==> src/rtl/pkg_dtypes.sv <==
// Shared operand-fetch types: FSM state encoding and request / read-channel bundles
// used by the interconnect fetcher and, later, by the EU cache side.
package pkg_dtypes;

    localparam int unsigned ICON_ADDR_W = 8;
    localparam int unsigned ICON_DATA_W = 32;

    typedef enum logic [2:0] {
        ST_IDLE  = 3'd0,
        ST_RD0   = 3'd1,
        ST_WAIT0 = 3'd2,
        ST_WR0   = 3'd3,
        ST_RD1   = 3'd4,
        ST_WAIT1 = 3'd5,
        ST_WR1   = 3'd6
    } type_icon_fetch_state;

    typedef struct packed {
        logic [ICON_ADDR_W-1:0] op0_addr;
        logic                   op0_en;
        logic [ICON_ADDR_W-1:0] op1_addr;
        logic                   op1_en;
    } type_icon_fetch_req;

    typedef struct packed {
        logic [ICON_ADDR_W-1:0] addr;
        logic                   valid;
        logic [ICON_DATA_W-1:0] data;
        logic                   success;
    } type_icon_rd_channel;

endpackage

==> src/rtl/icon_retry_timer.sv <==
// Retry and backoff counters for the operand fetcher; one instance serves both operands
// because only one operand is ever being read at a time.
module icon_retry_timer #(
    parameter int unsigned MAX_RETRY = 15,
    parameter int unsigned BACKOFF   = 3
) (
    input  logic clk,
    input  logic reset,
    input  logic clr_i,
    input  logic fail_i,
    input  logic wait_i,
    output logic exhausted_o,
    output logic expire_o
);

    localparam int unsigned RW = (MAX_RETRY < 1) ? 1 : $clog2(MAX_RETRY + 1);
    localparam int unsigned BW = (BACKOFF < 1) ? 1 : $clog2(BACKOFF + 1);
    localparam logic [RW-1:0] RETRY_MAX = RW'(MAX_RETRY);
    localparam logic [BW-1:0] BO_LAST   = BW'((BACKOFF > 0) ? BACKOFF - 1 : 0);

    logic [RW-1:0] retry_cnt_q, retry_cnt_d;
    logic [BW-1:0] bo_cnt_q, bo_cnt_d;

    always_comb begin
        retry_cnt_d = retry_cnt_q;
        if (clr_i) begin
            retry_cnt_d = '0;
        end else if (fail_i && (retry_cnt_q != RETRY_MAX)) begin
            retry_cnt_d = retry_cnt_q + 1'b1;
        end
    end

    // Backoff count restarts from zero every time a wait period begins.
    always_comb begin
        bo_cnt_d = '0;
        if (wait_i) begin
            bo_cnt_d = (bo_cnt_q == BO_LAST) ? bo_cnt_q : bo_cnt_q + 1'b1;
        end
    end

    always_ff @(posedge clk or posedge reset) begin
        if (reset) begin
            retry_cnt_q <= '0;
            bo_cnt_q    <= '0;
        end else begin
            retry_cnt_q <= retry_cnt_d;
            bo_cnt_q    <= bo_cnt_d;
        end
    end

    assign exhausted_o = (retry_cnt_q == RETRY_MAX);
    assign expire_o    = wait_i && (bo_cnt_q == BO_LAST);

endmodule

==> src/rtl/eu_icon_operand_fetcher.sv <==
// Interconnect-side operand fetcher: reads op0/op1 from a producer EU cache with retry
// and backoff, then writes each operand into the consumer cache write channels.
module eu_icon_operand_fetcher
    import pkg_dtypes::*;
#(
    parameter int unsigned ADDR_W    = 8,
    parameter int unsigned DATA_W    = 32,
    parameter int unsigned MAX_RETRY = 15,
    parameter int unsigned BACKOFF   = 3
) (
    input  logic              clk,
    input  logic              reset,
    input  logic              req_valid_i,
    output logic              req_ready_o,
    input  logic [ADDR_W-1:0] req_op0_addr_i,
    input  logic              req_op0_en_i,
    input  logic [ADDR_W-1:0] req_op1_addr_i,
    input  logic              req_op1_en_i,
    output logic [ADDR_W-1:0] rd_addr_o,
    output logic              rd_valid_o,
    input  logic [DATA_W-1:0] rd_data_i,
    input  logic              rd_success_i,
    output logic              w0_valid_o,
    output logic [ADDR_W-1:0] w0_addr_o,
    output logic [DATA_W-1:0] w0_data_o,
    input  logic              w0_ready_i,
    output logic              w1_valid_o,
    output logic [ADDR_W-1:0] w1_addr_o,
    output logic [DATA_W-1:0] w1_data_o,
    input  logic              w1_ready_i,
    output logic              busy_o,
    output logic              timeout_o
);

    type_icon_fetch_state state_q, state_d;
    logic [ADDR_W-1:0]    op0_addr_q, op0_addr_d;
    logic [ADDR_W-1:0]    op1_addr_q, op1_addr_d;
    logic                 op1_en_q, op1_en_d;
    logic [DATA_W-1:0]    data0_q, data0_d;
    logic [DATA_W-1:0]    data1_q, data1_d;
    logic                 timeout_q, timeout_d;
    logic                 in_read, in_wait, exhausted, expire;

    assign in_read = (state_q == ST_RD0) || (state_q == ST_RD1);
    assign in_wait = (state_q == ST_WAIT0) || (state_q == ST_WAIT1);

    icon_retry_timer #(
        .MAX_RETRY(MAX_RETRY),
        .BACKOFF  (BACKOFF)
    ) u_timer (
        .clk        (clk),
        .reset      (reset),
        .clr_i      (!(in_read || in_wait)),
        .fail_i     (in_read && !rd_success_i),
        .wait_i     (in_wait),
        .exhausted_o(exhausted),
        .expire_o   (expire)
    );

    always_comb begin
        state_d    = state_q;
        op0_addr_d = op0_addr_q;
        op1_addr_d = op1_addr_q;
        op1_en_d   = op1_en_q;
        data0_d    = data0_q;
        data1_d    = data1_q;
        timeout_d  = 1'b0;
        case (state_q)
            ST_IDLE: begin
                if (req_valid_i) begin
                    op0_addr_d = req_op0_addr_i;
                    op1_addr_d = req_op1_addr_i;
                    op1_en_d   = req_op1_en_i;
                    if (req_op0_en_i)      state_d = ST_RD0;
                    else if (req_op1_en_i) state_d = ST_RD1;
                end
            end
            ST_RD0: begin
                if (rd_success_i) begin
                    data0_d = rd_data_i;
                    state_d = ST_WR0;
                end else if (exhausted) begin
                    timeout_d = 1'b1;
                    state_d   = ST_IDLE;
                end else begin
                    state_d = (BACKOFF == 0) ? ST_RD0 : ST_WAIT0;
                end
            end
            ST_WAIT0: if (expire) state_d = ST_RD0;
            ST_WR0: begin
                if (w0_ready_i) state_d = op1_en_q ? ST_RD1 : ST_IDLE;
            end
            ST_RD1: begin
                if (rd_success_i) begin
                    data1_d = rd_data_i;
                    state_d = ST_WR1;
                end else if (exhausted) begin
                    timeout_d = 1'b1;
                    state_d   = ST_IDLE;
                end else begin
                    state_d = (BACKOFF == 0) ? ST_RD1 : ST_WAIT1;
                end
            end
            ST_WAIT1: if (expire) state_d = ST_RD1;
            ST_WR1:   if (w1_ready_i) state_d = ST_IDLE;
            default:  state_d = ST_IDLE;
        endcase
    end

    always_ff @(posedge clk or posedge reset) begin
        if (reset) begin
            state_q    <= ST_IDLE;
            op0_addr_q <= '0;
            op1_addr_q <= '0;
            op1_en_q   <= 1'b0;
            data0_q    <= '0;
            data1_q    <= '0;
            timeout_q  <= 1'b0;
        end else begin
            state_q    <= state_d;
            op0_addr_q <= op0_addr_d;
            op1_addr_q <= op1_addr_d;
            op1_en_q   <= op1_en_d;
            data0_q    <= data0_d;
            data1_q    <= data1_d;
            timeout_q  <= timeout_d;
        end
    end

    assign req_ready_o = (state_q == ST_IDLE);
    assign busy_o      = (state_q != ST_IDLE);
    assign timeout_o   = timeout_q;
    assign rd_valid_o  = in_read;
    assign rd_addr_o   = (state_q == ST_RD0) ? op0_addr_q :
                         (state_q == ST_RD1) ? op1_addr_q : '0;
    assign w0_valid_o  = (state_q == ST_WR0);
    assign w0_addr_o   = op0_addr_q;
    assign w0_data_o   = data0_q;
    assign w1_valid_o  = (state_q == ST_WR1);
    assign w1_addr_o   = op1_addr_q;
    assign w1_data_o   = data1_q;

endmodule

==> config.mk <==
export PLATFORM = sky130hd
export DESIGN_NAME = eu_icon_operand_fetcher
export DESIGN_NICKNAME = d
export VERILOG_FILES = /design/src/rtl/pkg_dtypes.sv /design/src/rtl/icon_retry_timer.sv /design/src/rtl/eu_icon_operand_fetcher.sv
export SDC_FILE = /design/constraint.sdc
export NUM_CORES = 1
export LEC_CHECK = 0
export BUFFER_PORTS_ARGS = -buffer_cell sky130_fd_sc_hd__buf_2
export CORE_ASPECT_RATIO = 0.5
export CORE_MARGIN = 5
export CORE_UTILIZATION = 35
export CTS_CLUSTER_DIAMETER = 50
export DETAILED_ROUTE_END_ITERATION = 10
export PLACE_DENSITY = 0.72
export SYNTH_ARGS = -nofsm -noshare
export SYNTH_HDL_FRONTEND = slang
export SYNTH_SLANG_ARGS = --single-unit
==> constraint.sdc <==
create_clock -name clk -period 5 [get_ports clk]
set_input_delay 0.75 -clock clk [delete_from_list [all_inputs] [get_ports clk]]
set_output_delay 0.75 -clock clk [all_outputs]
set_load 0.05 [all_outputs]
; ---- Word level (Yosys, flattened, before mapping)
; Index checks and enable logic that the tools add are counted.
[word_totals]
register_bits = 91
latchBits = 0
ramBits = 0
rom_bits = 0
inputBits = 56
output_inout_bits = 94
word_cells = 64
mem_count = 0
[classes]
addsub = 2
mul = 0
n_div = 0
order_cmp = 0
eq_ne = 17
shifts = 0
muxes = 22
n_bitwise = 0
n_reduce_logical = 14
[ops]
columns = operator, n
row1 = $mux 3, 10
row2 = $pmux 3 s7, 1
row3 = $mux 8, 2
row4 = $eq 3x3->1 const B, 3
row5 = $mux 2, 4
row6 = $mux 4, 2
row7 = $ne 2x2->1 const B, 4
row8 = $eq 3x2->1 const B, 2
row9 = $ne 2x1->1 const B, 3
row10 = $reduce_and 2->1, 3
row11 = $reduce_and 6->1, 1
row12 = $add 4x1->4 const B, 1
row13 = $eq 4x4->1 const B, 1
row14 = $ne 4x4->1 const B, 1
row15 = $eq 3x1->1 const B, 1
row16 = $logic_and 1x1->1, 3
row17 = $logic_not 3->1, 1
row18 = $logic_or 1x1->1, 3
row19 = $mux 1, 3
row20 = $ne 3x1->1 const B, 1
row21 = $reduce_bool 3->1, 1
row22 = $add 2x1->2 const B, 1
row23 = $eq 2x2->1 const B, 1
row24 = $reduce_or 2->1, 1
row25 = $logic_not 1->1, 1

; ---- Longest topological paths before layout
[logic_depth]
depth_word = 6
depth_mapped = 6
depth_no_buf = 6

; ---- Cells and area by module
; Synthesis repeated with hierarchy kept, for this count alone.
[hier_totals]
hier_cells = 273
hier_area_um2 = 3862.5
[modules_own_cells]
columns = mod, instances, cells_per_inst, area_each_um2, seq_area_each_um2
row1 = eu_icon_operand_fetcher, 1, 242, 3528.4, 2127.0
row2 = icon_retry_timer, 1, 31, 334.1, 150.1

; ---- Least setup slack after synthesis
; Ideal clock, no wire load.
[synth_path]
path_kind = register -> output
start = register state_q[0]
end = output port rd_addr_o[0]
arrival_time_ps = 1714
t_required_ps = 4250
path_slack_ps = 2536
stages_incl_launch_ff = 5
path_buffers = 1
path_cell_list = dfrtp_1 -> nor2b_1 -> clkbuf_1 -> a22oi_1 -> nor2_1
[synth_between]
elab_chain_cells = 3
word_cells_on_any_way = 4
cone_classes = 2 x eq/ne / 2 x mux
[synth_lines]
columns = item, line_no
row1 = "start, declared", eu_icon_operand_fetcher.sv:35  ; type_icon_fetch_state state_q, state_d;
row2 = "start signal, assigned", eu_icon_operand_fetcher.sv:120  ; state_q <= state_d;
row3 = $eq 3x3->1, eu_icon_operand_fetcher.sv:135  ; (state_q == ST_RD1) ? op1_addr_q : '0;
row4 = $mux 8, eu_icon_operand_fetcher.sv:135
row5 = $mux 8 (*), eu_icon_operand_fetcher.sv:134  ; assign rd_addr_o = (state_q == ST_RD0) ? op0_addr_q :
row6 = "end, declared", eu_icon_operand_fetcher.sv:19  ; output logic [ADDR_W-1:0] rd_addr_o,
; Every way passes the cells marked *; elsewhere a longest branch is shown, timed or not.

; ---- Worst setup path in the final report
; Ends and elaborated chain as after synthesis.

==> metrics <==
outcome finished clean; first-iteration detailed-routing DRC count approximately 150; maximum number of pins on one net before global-route repair 48; final-report max-slew violation count 0; Die H roughly 84 µm; met2 WL ~4700 µm; number of cells upsized or downsized after cts 0; RSZ-0062 raised after global routing false; count of flip-flops with a built-in enable after synthesis 0; predominant post-synthesis flop cell dfrtp_1; ratio of cells with drive above 1 in the final layout 0.395; Synth Instances approximately 280; wire length of the first global-routing pass ~15000 µm; Syn Std Cell Area approximately 0.0038 mm²; total vias in the final route about 2700; Reg2Reg Setup Slack a little under 2 ns; Max-Slew Margin vs Limit 0.351; clock tree root buffer cell clkbuf_16; std cell rows 27; fraction of the yosys area taken by sequential cells 0.595; path type of the worst min-delay path register to register; Setup Fix Bufs, Post-CTS 0; cell accounting for the most synthesized area dfrtp_1; overflow left after global routing 0; synthesized net count ~340; number of port buffers around 150; vias in the first global route around 2900; Final GP Congestion a little under 0.8; 1st-pass router iterations 4; worst-case hold slack 0.479 ns; number of nets at the end of the flow a little under 500; WHS Path Cells 1; source-to-sink clock delay at the later pin of the worst-skew pair approximately 0.33 ns; routed length on met3 465 µm; Final Routed Wirelength about 8900 µm; area enclosed by the die boundary 0.0132 mm²; horizontal die dimension between 150 and 200 µm; Hold EP w0_data_o[15]$_DFFE_PP0P_; antenna-violating nets left 0; number of clock buffers inserted by TritonCTS 9; maximum frequency from static timing analysis 311 MHz; Arrival @ worst endpoint ~2.5 ns; category of the worst setup path launch point register; endpoint type of the worst setup path primary output; diodes inserted 0; area used by sequential logic in the layout about 0.0023 mm²; Post-CTS Hold Fix Bufs 0; hold path start w0_data_o[15]$_DFFE_PP0P_; clock skew between 0.005 and 0.006 ns; startpoint-to-endpoint class of the critical path register to primary output; critical-path cell list nor2b_1 > a22oi_1 > nor2_1 > buf_2; sum of routed wire segments on met1 3540 µm; Crit path largest cell delay between 0.8 and 0.9 ns; top-area cell type share of the netlist area 0.595; mean routed wirelength per cell 15.4 µm; share of async-settable or async-resettable flops after synthesis 1.00; post-DR vias/cell roughly 4.7; worst r2r src state_q[2]$_DFFE_PP0P_; total routing usage reported by global routing 0.140; highest metal layer with signal wires met4; total of endpoints with negative setup slack in the final report 0; IO Count 150; final cycle utilization of the critical path 0.643; post-layout minimum cycle time 3.22 ns; buffer depth of the longest clock path 2; post-route setup TNS 0 ns; Initial Utilization 0.353; Netlist cell types 38; TritonCTS clock tree built; area of the core region approximately 0.011 mm²; hold violation count in the final report 0; required time of the critical path about 4.3 ns; worst reg2reg endpoint w1_data_o[10]$_DFFE_PP0N_; Synth warnings 0; clock transition at the register clock pins on the worst setup and hold paths after CTS ~0.06 ns; area overhead of the layout relative to synthesis 30.9%; CP max stage cell nor2b_1; DRC violation count after routing 0; biggest fanout along the worst timing path 17; total number of H-tree levels 3; slew of the pin with the lowest slew margin ~0.97 ns; dominant cells by area after synthesis dfrtp_1 60%, mux2_1 24%, a22oi_1 2.0%; reported max-cap violation count 0; flop and latch count out of synthesis 91; Post-Synthesis Mean Instance Area 13.7 µm²; antenna violations before repair 0; total of fill cells in the finished design between 1000 and 1500; depth of the worst register-to-register path 4; Num Clock Sinks 91; area of combinational cells with multiple inputs roughly 0.0014 mm²; sum of buffers and inverters on the critical path 1; placed wire-length estimate after detailed placement between 6000 and 7000 µm; Crit path max-delay family simple AND/OR/NAND/NOR gates
[layout by cell type (no fill, tap or decap), types with 3 or more instances in the layout]
| cell type | synthesis | layout |
|---|---|---|
| a21oi_1 | 4 | 4 |
| a22oi_1 | 10 | 10 |
| and3_1 | 3 | 3 |
| buf_2 | 8 | 149 |
| buf_4 | 4 | 3 |
| clkbuf_16 | 0 | 9 |
| dfrtp_1 | 91 | 91 |
| inv_1 | 5 | 4 |
| mux2_1 | 81 | 81 |
| nand3_1 | 3 | 3 |
| nor2_1 | 20 | 20 |
| nor2b_1 | 6 | 6 |
| nor3_1 | 4 | 4 |
| o21ai_0 | 5 | 5 |
[through the flow]
step / cells / setup WS (ns) / utilization / area [µm²]
2_1_floorplan: 279 / 1.89 / - / 3820
3_3_place_gp: 559 / 2.02 / 0.432 / 4690
3_5_place_dp: 559 / 1.97 / 0.432 / 4690
4_1_cts: 575 / 1.85 / 0.462 / 5010
5_1_grt: 575 / 1.64 / 0.462 / 5010
6_report: 575 / 1.78 / 0.462 / 5010
[metal layers]
layer  track usage  vias to the layer above
li1              -                     1291
met1         0.166                     1348
met2         0.248                       79
met3        0.0383                       12
met4        0.0422                        0
met5             0                        -
[state kept, by name, summed over array words and instances, names as in the netlist]
name	count
w1_data_o	32
w0_addr_o	8
u_timer.bo_cnt_q	2
timeout_o	1
u_timer.retry_cnt_q	4
state_q	3
op1_en_q	1
w1_addr_o	8
w0_data_o	32
[how the worst max path moves through the flow]
stage	startpoint	to	slack [ns]	cells after the start
CTS	state_q[0]$_DFFE_PP0P_	rd_addr_o[0]	1.85	4
finish	state_q[0]$_DFFE_PP0P_	rd_addr_o[0]	1.78	4
global route	state_q[0]$_DFFE_PP0P_	rd_valid_o	1.64	4
floorplan	reset	op1_en_q$_DFFE_PP0P_	1.89	1
global placement	state_q[2]$_DFFE_PP0P_	w1_data_o[11]$_DFFE_PP0N_	2.02	4
detailed placement	state_q[2]$_DFFE_PP0P_	w1_data_o[12]$_DFFE_PP0N_	1.97	4
[kinds of logic (layout without fill, tap and decap cells)]
kind of cell,count (synthesis),after routing,synth area share
DFF,91,91,0.595
muxes,82,82,0.241
and+or+nand+nor,48,48,0.0654
AOI/OAI and AO/OA,31,31,0.0572
buffers and inverters,23,174,0.0291
adders and majority gates,3,3,0.00916
xor gates and xnor gates,1,1,0.00229
[cells in the mapped netlist (all sizes together), types with 4 or more instances]
master / instances
a21oi: 4
inv: 6
a22oi: 10
buf: 13
nor2b: 6
o21ai: 5
nor2: 20
mux2: 82
nor3: 5
dfrtp: 91
clkbuf: 4
[layout make-up]
cell class / instances / share of cell area
well taps: 145 / 0.0362
flip-flops and latches: 91 / 0.455
multi-input cells: 165 / 0.287
clock inverters: 4 / 0.0147
repair buffers: 152 / 0.153
clock buffers: 12 / 0.0492
inverters: 6 / 0.00475
Power is not shown: default switching activity piles up to over one toggle a cycle in this logic, so the estimate is an artifact.
